--- src/rtl/hilo_divider_pkg.sv ---
// hilo_divider_pkg: shared constants for the Hi/Lo divide unit.
//   - Function codes (DIVU, MULTU, MFHI, MFLO). The ALU result mux uses these too.
//   - FSM state encoding.
//   - Default datapath width.
package hilo_divider_pkg;

  localparam int unsigned DefaultWidth = 32;

  localparam logic [5:0] FnMfhi  = 6'b010000;
  localparam logic [5:0] FnMflo  = 6'b010010;
  localparam logic [5:0] FnMultu = 6'b011001;
  localparam logic [5:0] FnDivu  = 6'b011011;

  // StDiv is also the shared run state when multiply support is compiled in.
  typedef enum logic [1:0] {
    StIdle = 2'd0,
    StDiv  = 2'd1,
    StDone = 2'd2
  } state_e;

endpackage

--- src/rtl/hilo_divider_div_step.sv ---
// hilo_divider_div_step: one combinational restoring-division iteration.
// Ports:
//   rem_i       current partial remainder
//   quot_i      current shift register (dividend bits not yet consumed / quotient bits)
//   divisor_i   divisor
//   rem_o       remainder after this iteration
//   quot_o      shift register after this iteration (new quotient bit in LSB)
module hilo_divider_div_step #(
  parameter int unsigned WIDTH = 32
) (
  input  logic [WIDTH-1:0] rem_i,
  input  logic [WIDTH-1:0] quot_i,
  input  logic [WIDTH-1:0] divisor_i,
  output logic [WIDTH-1:0] rem_o,
  output logic [WIDTH-1:0] quot_o
);

  logic [WIDTH:0]   shifted;
  logic [WIDTH+1:0] trial;
  logic             borrow;

  always_comb begin
    // WIDTH+1 bits hold the bit shifted out of rem; one extra bit exposes the borrow.
    shifted = {rem_i, quot_i[WIDTH-1]};
    trial   = {1'b0, shifted} - {2'b00, divisor_i};
    borrow  = trial[WIDTH+1];
    // Without a borrow the difference is below the divisor, so it fits in WIDTH bits.
    rem_o   = borrow ? shifted[WIDTH-1:0] : trial[WIDTH-1:0];
    quot_o  = {quot_i[WIDTH-2:0], ~borrow};
  end

endmodule

--- src/rtl/hilo_divider.sv ---
// hilo_divider: multi-cycle unsigned divide unit owning the Hi/Lo registers.
// DIVU starts a restoring division, one quotient bit per cycle. On completion
// Hi = remainder, Lo = quotient; both hold until the next completed operation.
// Optional macro HILO_MULTU_EN adds MULTU (shift-add multiply, same latency,
// Hi/Lo = upper/lower product halves).
// Ports:
//   clk     clock, rising edge
//   reset   synchronous active-high reset
//   dataA   dividend / multiplicand source (rs)
//   dataB   divisor / multiplier source (rt)
//   Signal  function code
//   HiOut   Hi register
//   LoOut   Lo register
//   busy    operation in flight
//   done    one-cycle pulse after Hi/Lo update
module hilo_divider
  import hilo_divider_pkg::*;
#(
  parameter int unsigned WIDTH = DefaultWidth,
  parameter int unsigned CNT_W = 6
) (
  input  logic             clk,
  input  logic             reset,
  input  logic [WIDTH-1:0] dataA,
  input  logic [WIDTH-1:0] dataB,
  input  logic [5:0]       Signal,
  output logic [WIDTH-1:0] HiOut,
  output logic [WIDTH-1:0] LoOut,
  output logic             busy,
  output logic             done
);

  state_e state_q, state_d;

  logic [WIDTH-1:0] rem_q, rem_d;
  logic [WIDTH-1:0] quot_q, quot_d;
  logic [WIDTH-1:0] divisor_q, divisor_d;
  logic [CNT_W-1:0] count_q, count_d;
  logic [WIDTH-1:0] hi_q, hi_d;
  logic [WIDTH-1:0] lo_q, lo_d;

  logic             start;
  logic             last_iter;
  logic [WIDTH-1:0] step_rem, step_quot;
  logic [WIDTH-1:0] div_rem, div_quot;

  hilo_divider_div_step #(
    .WIDTH (WIDTH)
  ) u_div_step (
    .rem_i     (rem_q),
    .quot_i    (quot_q),
    .divisor_i (divisor_q),
    .rem_o     (div_rem),
    .quot_o    (div_quot)
  );

`ifdef HILO_MULTU_EN
  logic           mul_q, mul_d;
  logic [WIDTH:0] mul_sum;

  assign start = (Signal == FnDivu) || (Signal == FnMultu);

  // Shift-add: rem holds the running upper half, quot shifts the multiplier out
  // of its LSB while product bits enter at its MSB.
  always_comb begin
    mul_sum = {1'b0, rem_q} + (quot_q[0] ? {1'b0, divisor_q} : '0);
    if (mul_q) begin
      step_rem  = mul_sum[WIDTH:1];
      step_quot = {mul_sum[0], quot_q[WIDTH-1:1]};
    end else begin
      step_rem  = div_rem;
      step_quot = div_quot;
    end
  end

  always_ff @(posedge clk) begin
    if (reset) begin
      mul_q <= 1'b0;
    end else begin
      mul_q <= mul_d;
    end
  end
`else
  assign start     = (Signal == FnDivu);
  assign step_rem  = div_rem;
  assign step_quot = div_quot;
`endif

  assign last_iter = (count_q == CNT_W'(WIDTH - 1));

  // State register.
  always_ff @(posedge clk) begin
    if (reset) begin
      state_q <= StIdle;
    end else begin
      state_q <= state_d;
    end
  end

  // Next-state logic. Requests outside StIdle are dropped, not queued.
  always_comb begin
    state_d = state_q;
    unique case (state_q)
      StIdle:  if (start) state_d = StDiv;
      StDiv:   if (last_iter) state_d = StDone;
      StDone:  state_d = StIdle;
      default: state_d = StIdle;
    endcase
  end

  // Outputs decoded from state.
  always_comb begin
    busy = (state_q == StDiv);
    done = (state_q == StDone);
  end

  // Datapath next-state. Hi/Lo change only on the final iteration, so an
  // abandoned operation never writes them.
  always_comb begin
    rem_d     = rem_q;
    quot_d    = quot_q;
    divisor_d = divisor_q;
    count_d   = count_q;
    hi_d      = hi_q;
    lo_d      = lo_q;
`ifdef HILO_MULTU_EN
    mul_d     = mul_q;
`endif
    if ((state_q == StIdle) && start) begin
      rem_d     = '0;
      quot_d    = dataA;
      divisor_d = dataB;
      count_d   = '0;
`ifdef HILO_MULTU_EN
      mul_d     = (Signal == FnMultu);
`endif
    end else if (state_q == StDiv) begin
      rem_d   = step_rem;
      quot_d  = step_quot;
      count_d = count_q + CNT_W'(1);
      if (last_iter) begin
        hi_d = step_rem;
        lo_d = step_quot;
      end
    end
  end

  always_ff @(posedge clk) begin
    if (reset) begin
      rem_q     <= '0;
      quot_q    <= '0;
      divisor_q <= '0;
      count_q   <= '0;
      hi_q      <= '0;
      lo_q      <= '0;
    end else begin
      rem_q     <= rem_d;
      quot_q    <= quot_d;
      divisor_q <= divisor_d;
      count_q   <= count_d;
      hi_q      <= hi_d;
      lo_q      <= lo_d;
    end
  end

  assign HiOut = hi_q;
  assign LoOut = lo_q;

endmodule

--- config.mk ---
export PLATFORM = sky130hd
export DESIGN_NAME = hilo_divider
export DESIGN_NICKNAME = d
export VERILOG_FILES = /design/src/rtl/hilo_divider_pkg.sv /design/src/rtl/hilo_divider_div_step.sv /design/src/rtl/hilo_divider.sv
export SDC_FILE = /design/constraint.sdc
export NUM_CORES = 1
export LEC_CHECK = 0
export CAP_MARGIN = 10
export CORE_ASPECT_RATIO = 0.6
export CORE_MARGIN = 1
export CORE_UTILIZATION = 50
export DETAILED_ROUTE_END_ITERATION = 10
export PLACE_DENSITY = 0.82
export REMOVE_ABC_BUFFERS = 1
export SLEW_MARGIN = 20
export SYNTH_ARGS = -nofsm -noshare
export SYNTH_HDL_FRONTEND = slang
export SYNTH_HIERARCHICAL = 1
export SYNTH_SLANG_ARGS = --single-unit
export TNS_END_PERCENT = 100
--- constraint.sdc ---
create_clock -name clk -period 2.94 [get_ports clk]
set_clock_uncertainty 0.2 [all_clocks]
set_input_delay 0.882 -clock clk [delete_from_list [all_inputs] [get_ports clk]]
set_output_delay 0.882 -clock clk [all_outputs]
set_load 0.05 [all_outputs]
# Word level (Yosys, flattened, before mapping)
# Index checks and enable logic that the tools add are counted.
classes:
  eq_ne: 6
  n_bitwise: 2
  n_shift: 0
  n_div: 0
  multipliers: 0
  reduce_logical: 6
  order_cmp: 0
  n_addsub: 2
  muxes: 6
ops:
  columns: ["cell", "n"]
  rows:
  - ["32-bit 2-to-1 mux", 3]
  - ["33-bit by 32-bit subtractor with 34-bit output", 1]
  - ["6-bit by 5-bit == test with 1-bit output (second input constant)", 2]
  - ["6-bit by 1-bit adder with 6-bit output (second input constant)", 1]
  - ["2-bit 2-to-1 mux", 2]
  - ["2-bit one-hot mux with 2 select lines", 1]
  - ["3-bit AND reduction", 1]
  - ["2-bit by 1-bit == test with 1-bit output (second input constant)", 1]
  - ["2-bit == test (second input constant)", 1]
  - ["2-bit logical NOT", 1]
  - ["2-bit by 1-bit inequality test with 1-bit output (second input constant)", 1]
  - ["2-bit inequality test (second input constant)", 1]
  - ["1-bit inverter", 2]
  - ["2-bit AND reduction", 1]
  - ["2-bit nonzero test", 1]
  - ["2-bit OR reduction", 1]
  - ["1-bit logical AND", 1]
totals:
  romBits: 0
  ramBits: 0
  latchBits: 0
  out_inout_bits: 66
  memories: 0
  register_bits: 168

# Longest topological paths before layout
logic_depth:
  word_depth: 4
  ltp_mapped: 14
  ltp_nobuf: 14

# By module
# Netlist, hierarchy kept.
modules_own_cells:
  columns: ["mod", "instances", "seq_area_each_um2", "cells_per_inst", "area_each_um2"]
  rows:
  - ["hilo_divider", 1, 3363.2, 787, 6681.4]
  - ["hilo_divider_div_step", 1, 0.0, 347, 2590.0]

# Worst setup path after synthesis
# No wires, ideal clock.
synth_path:
  path_type: "flip-flop to flip-flop"
  startpoint: "reg quot_q[31]"
  endpoint: "reg hi_q[26], in the netlist HiOut[26]"
  path_slack_ns: -0.246
  setup_time_ns: 0.072
  t_required_ns: 2.668
  path_buffers: 0
  arrival_ns: 2.915
  stages_incl_launch_ff: 15
  cell_sequence: "dfxtp_1 -> inv_1 -> ha_1 -> inv_1 -> fa_1 -> a21o_1 -> a221oi_1 -> o21ai_1 -> a2111o_1 -> and3_1 -> o21ai_0 -> a221o_1 -> o211a_1 -> nand2_1 -> mux2i_1"
synth_between:
  elab_chain_cells: 2
synth_rtl:
  columns: ["item", "line_no", "text"]
  rows:
  - ["start, declared", "hilo_divider.sv:36", "logic [WIDTH-1:0] quot_q, quot_d;"]
  - ["start signal, assigned", "hilo_divider.sv:158", "quot_q <= quot_d;"]
  - ["33-bit by 32-bit subtractor with 34-bit output", "hilo_divider_div_step.sv:25", "trial = {1'b0, shifted} - {2'b00, divisor_i};"]
  - ["32-bit 2-to-1 mux", "hilo_divider_div_step.sv:28", "rem_o = borrow ? shifted[WIDTH-1:0] : trial[WIDTH-1:0];"]
  - ["net div_rem[26]", "hilo_divider.sv:45", "logic [WIDTH-1:0] div_rem, div_quot;"]
  - ["end signal, assigned", "hilo_divider.sv:161", "hi_q <= hi_d;"]
  - ["end, declared", "hilo_divider.sv:39", "logic [WIDTH-1:0] hi_q, hi_d;"]
# The timed path passes the listed nets, and every way through them passes these cells.
# A chain may end at the register's enable or synchronous reset.

# Worst setup path in the final report
layout_path:
  startpoint: "reg divisor_q[1]"
  endpoint: "reg rem_q[20]"
layout_between:
  elab_chain_cells: 2
layout_rtl:
  columns: ["item", "line_no", "text"]
  rows:
  - ["start, declared", "hilo_divider.sv:37", "logic [WIDTH-1:0] divisor_q, divisor_d;"]
  - ["start signal, assigned", "hilo_divider.sv:159", "divisor_q <= divisor_d;"]
  - ["33-bit by 32-bit subtractor with 34-bit output", "hilo_divider_div_step.sv:25", null]
  - ["32-bit 2-to-1 mux", "hilo_divider_div_step.sv:28", null]
  - ["net div_rem[20]", "hilo_divider.sv:45", null]
  - ["end signal, assigned", "hilo_divider.sv:157", "rem_q <= rem_d;"]
  - ["end, declared", "hilo_divider.sv:35", "logic [WIDTH-1:0] rem_q, rem_d;"]
# The timed path passes the listed nets, and every way through them passes these cells.

==> flow_metrics.py <==
metrics = {
    "outcome": {
        "run_status": "complete, but fails checks",
        "violations": "setup timing",
    },
    "timing": {
        "hold_slack_ps": 256,
        "slew_violations": 0,
        "rsz0062_at_grt": "yes",
        "hold_viol": 0,
        "tightest_slew_ps": 832,
        "fin_crit_ps": 3190,
        "max_slew_margin_pct": 44.5,
        "fmax_mhz": 313,
        "setup-violations-final": 66,
        "period_share_pct": 109,
        "worst_slack_ps": -253,
    },
    "power_and_ir_drop": {
        "leakagePower_nw": 4.44,
        "power_density_nw_per_um2": 465,
        "peakVddDrop_mv": 0.410,
    },
    "logic_synthesis": {
        "yosys_warnings": 6,
        "post_synth.cell_area_avg_um2": 8.18,
        "synth_most_common_cell": "nand2_1",
        "ys_ff_latch": 168,
        "synth_top_area_cell": "dfxtp_1",
        "synth_area_um2": 9270,
        "yosysTopAreaCellShare_pct": 36.3,
        "synth-main-ff-cell": "dfxtp_1",
        "synth_cell_types": 62,
        "synth-edff-count": 0,
        "syn_inst": 1134,
        "async_flop_share_pct": 0,
        "yosysSeqAreaShare_pct": 36.3,
        "synthTopCellsByCount": "286 x nand2_1, 168 x dfxtp_1, 102 x a21oi_1",
        "synthTopCellsByArea": "dfxtp_1 36%, nand2_1 12%, mux2i_1 7.0%",
    },
    "cells_and_area": {
        "fin_nets": 1399,
        "design_area_um2": 12100,
        "n_antenna_cell": 0,
        "area_delta_synth_final_pct": 31.0,
        "fill_cells": 1473,
        "post_route_cells_drive_above_1_share_pct": 19.1,
    },
    "drt": {
        "route.detailed.drc": 0,
        "wl_per_cell_um": 17.0,
        "ant_nets": 0,
        "dr.pass1.iters": 5,
        "dr.first_iter.drc_count": 749,
        "vias": 8788,
        "wl_met2_mm": 11.2,
        "vias_per_cell": 5.69,
        "dr.max_layer_used": "met4",
        "drt-total-wl_mm": 26.3,
        "met1_length_mm": 12.7,
        "routed-wl-met3_mm": 2.05,
    },
    "setup_path": {
        "crit_path_start": "divisor_q[1]",
        "cp-end-kind": "register",
        "critPathMaxFanout": 15,
        "worstReg2RegStart": "divisor_q[1]",
        "path_class": "reg -> reg",
        "arrival_ps": 3300,
        "reg2reg_setup_slack_ps": -250,
        "cp-start-kind": "register",
        "cp.required_ps": 3050,
    },
    "grt": {
        "grt_overflow_total": 0,
        "grt_max_degree": 68,
        "grtUsageTotal_pct": 27.7,
        "grt_pass1_vias": 8474,
        "grt_pass1_wl_mm": 42.2,
        "antenna_found_initial": 0,
    },
    "floorplan": {
        "rows": 38,
        "dieHeight_um": 107,
        "die_w_um": 178,
        "core_region_area_um2": 18100,
        "die_area_um2": 19100,
        "num_io_pins": 138,
        "initial_core_util_pct": 51.2,
    },
    "clock_tree": {
        "clockBufferDepth": 2,
        "clk_latency_ps": 430,
        "cts_buffers": 17,
        "cts_num_sinks": 168,
        "cts_root_buf": "clkbuf_16",
        "h-tree-depth": 4,
        "postCtsHoldBufs": 0,
        "clk_pin_slew_ps": 70,
        "cts_tree": "yes",
    },
    "flow_run": {
        "cap_violations": 0,
    },
    "place": {
        "hpwlAfterDp_mm": 17.8,
        "place_area_um2": 11100,
        "place_congestion": 0.930,
        "port_buffers": 137,
    },
    "min_path": {
        "min_path_type": "reg -> reg",
        "hp-start": "HiOut[25]",
    },
}
registers in the layout, summed over array words and instances (netlist names):
register and flops:
HiOut 32, LoOut 32, divisor_q 32, quot_q 32, rem_q 32, count_q 6
state_q 2
logic make-up (layout without fill, tap and decap cells):
group,after synthesis,in the layout,share of synthesized area (%)
buffers and inverters,152,323,9.35
flip-flops,168,168,36.3
AO/OA/AOI/OAI,244,244,16.7
multiplexers,90,90,11.0
AND/OR/NAND/NOR,418,418,19.4
XOR/XNOR,28,28,2.65
adder cells (fa/ha/maj),34,34,4.67
through the flow:
step                      setup TNS [ps]  util, %  setup WS [ps]  total power, W  std cells
final                             -13520     67.0           -253         0.00564       1545
after global routing              -21060     67.0           -361         0.00584       1545
after CTS                          -8630     66.2           -212         0.00561       1542
after detailed placement          -20410     61.3           -451         0.00318       1500
after global placement            -12490     61.3           -364         0.00317       1500
after floorplan                  -387780        -          -4870         0.00282       1024
power breakdown:
part / switching, W / internal (W)
Clock: 0.00101 / 0.00138
Combinational: 0.000464 / 0.000492
Sequential: 0.00000942 / 0.00229
Total: 0.00148 / 0.00416
critical path: stages (launching register included):
cell	delay (ps)
dfxtp_2	340
inv_2	60
ha_4	260
nor2b_4	160
o2111ai_2	130
a211o_1	330
a211o_1	330
a211oi_4	290
o2111ai_4	170
nand2_4	140
buf_12	180
mux2_4	330
nand2_1	90
a21oi_2	60
area by class of cell:
cell class	instances	area (um^2)	share of cell area, %
multi-input cells	814	5340	44.0
flip-flops and latches	168	3370	27.8
repair buffers	250	2350	19.4
clock buffers	18	439	3.62
well taps	240	300	2.47
clock inverters	13	179	1.47
inverters	42	160	1.32
layer usage:
metal | track usage, % | vias to the layer above
met5 | 0 | -
met4 | 6.35 | 0
met3 | 5.83 | 31
met2 | 42.6 | 365
met1 | 39.6 | 4181
li1 | - | 4211
repair_timing:
item | 4_1_cts | 5_1_grt
resized for setup | 48 | 35
endpoints found under the hold margin | 0 | 0
pin swaps | 25 | 10
buffers inserted | 11 | 4
endpoints found under the setup margin | 66 | 66
path summary, 6_finish.rpt:
| kind | end | cells after the start |
|---|---|---|
| worst max register to register | rem_q[20] | 13 |
| worst min register to register | HiOut[25] | 2 |
| worst max-delay path | rem_q[20] | 13 |
| worst min-delay path | HiOut[25] | 2 |
cell usage in the layout (no fill, tap or decap), types with 17 or more instances in the layout:
| cell type | netlist | layout |
|---|---|---|
| a311oi_1 | 32 | 31 |
| mux2i_1 | 65 | 64 |
| clkbuf_16 | 0 | 17 |
| nand2_1 | 286 | 268 |
| clkdlybuf4s50_1 | 0 | 134 |
| nand3_1 | 40 | 40 |
| xnor2_1 | 19 | 19 |
| inv_1 | 41 | 36 |
| o21ai_0 | 47 | 42 |
| nand2_2 | 0 | 17 |
| nor2_1 | 18 | 18 |
| a21oi_1 | 102 | 92 |
| mux2_4 | 23 | 25 |
| ha_1 | 33 | 26 |
| nor3_1 | 39 | 35 |
| dfxtp_1 | 168 | 162 |
| buf_4 | 33 | 100 |
(Power assumes the default switching activity.)
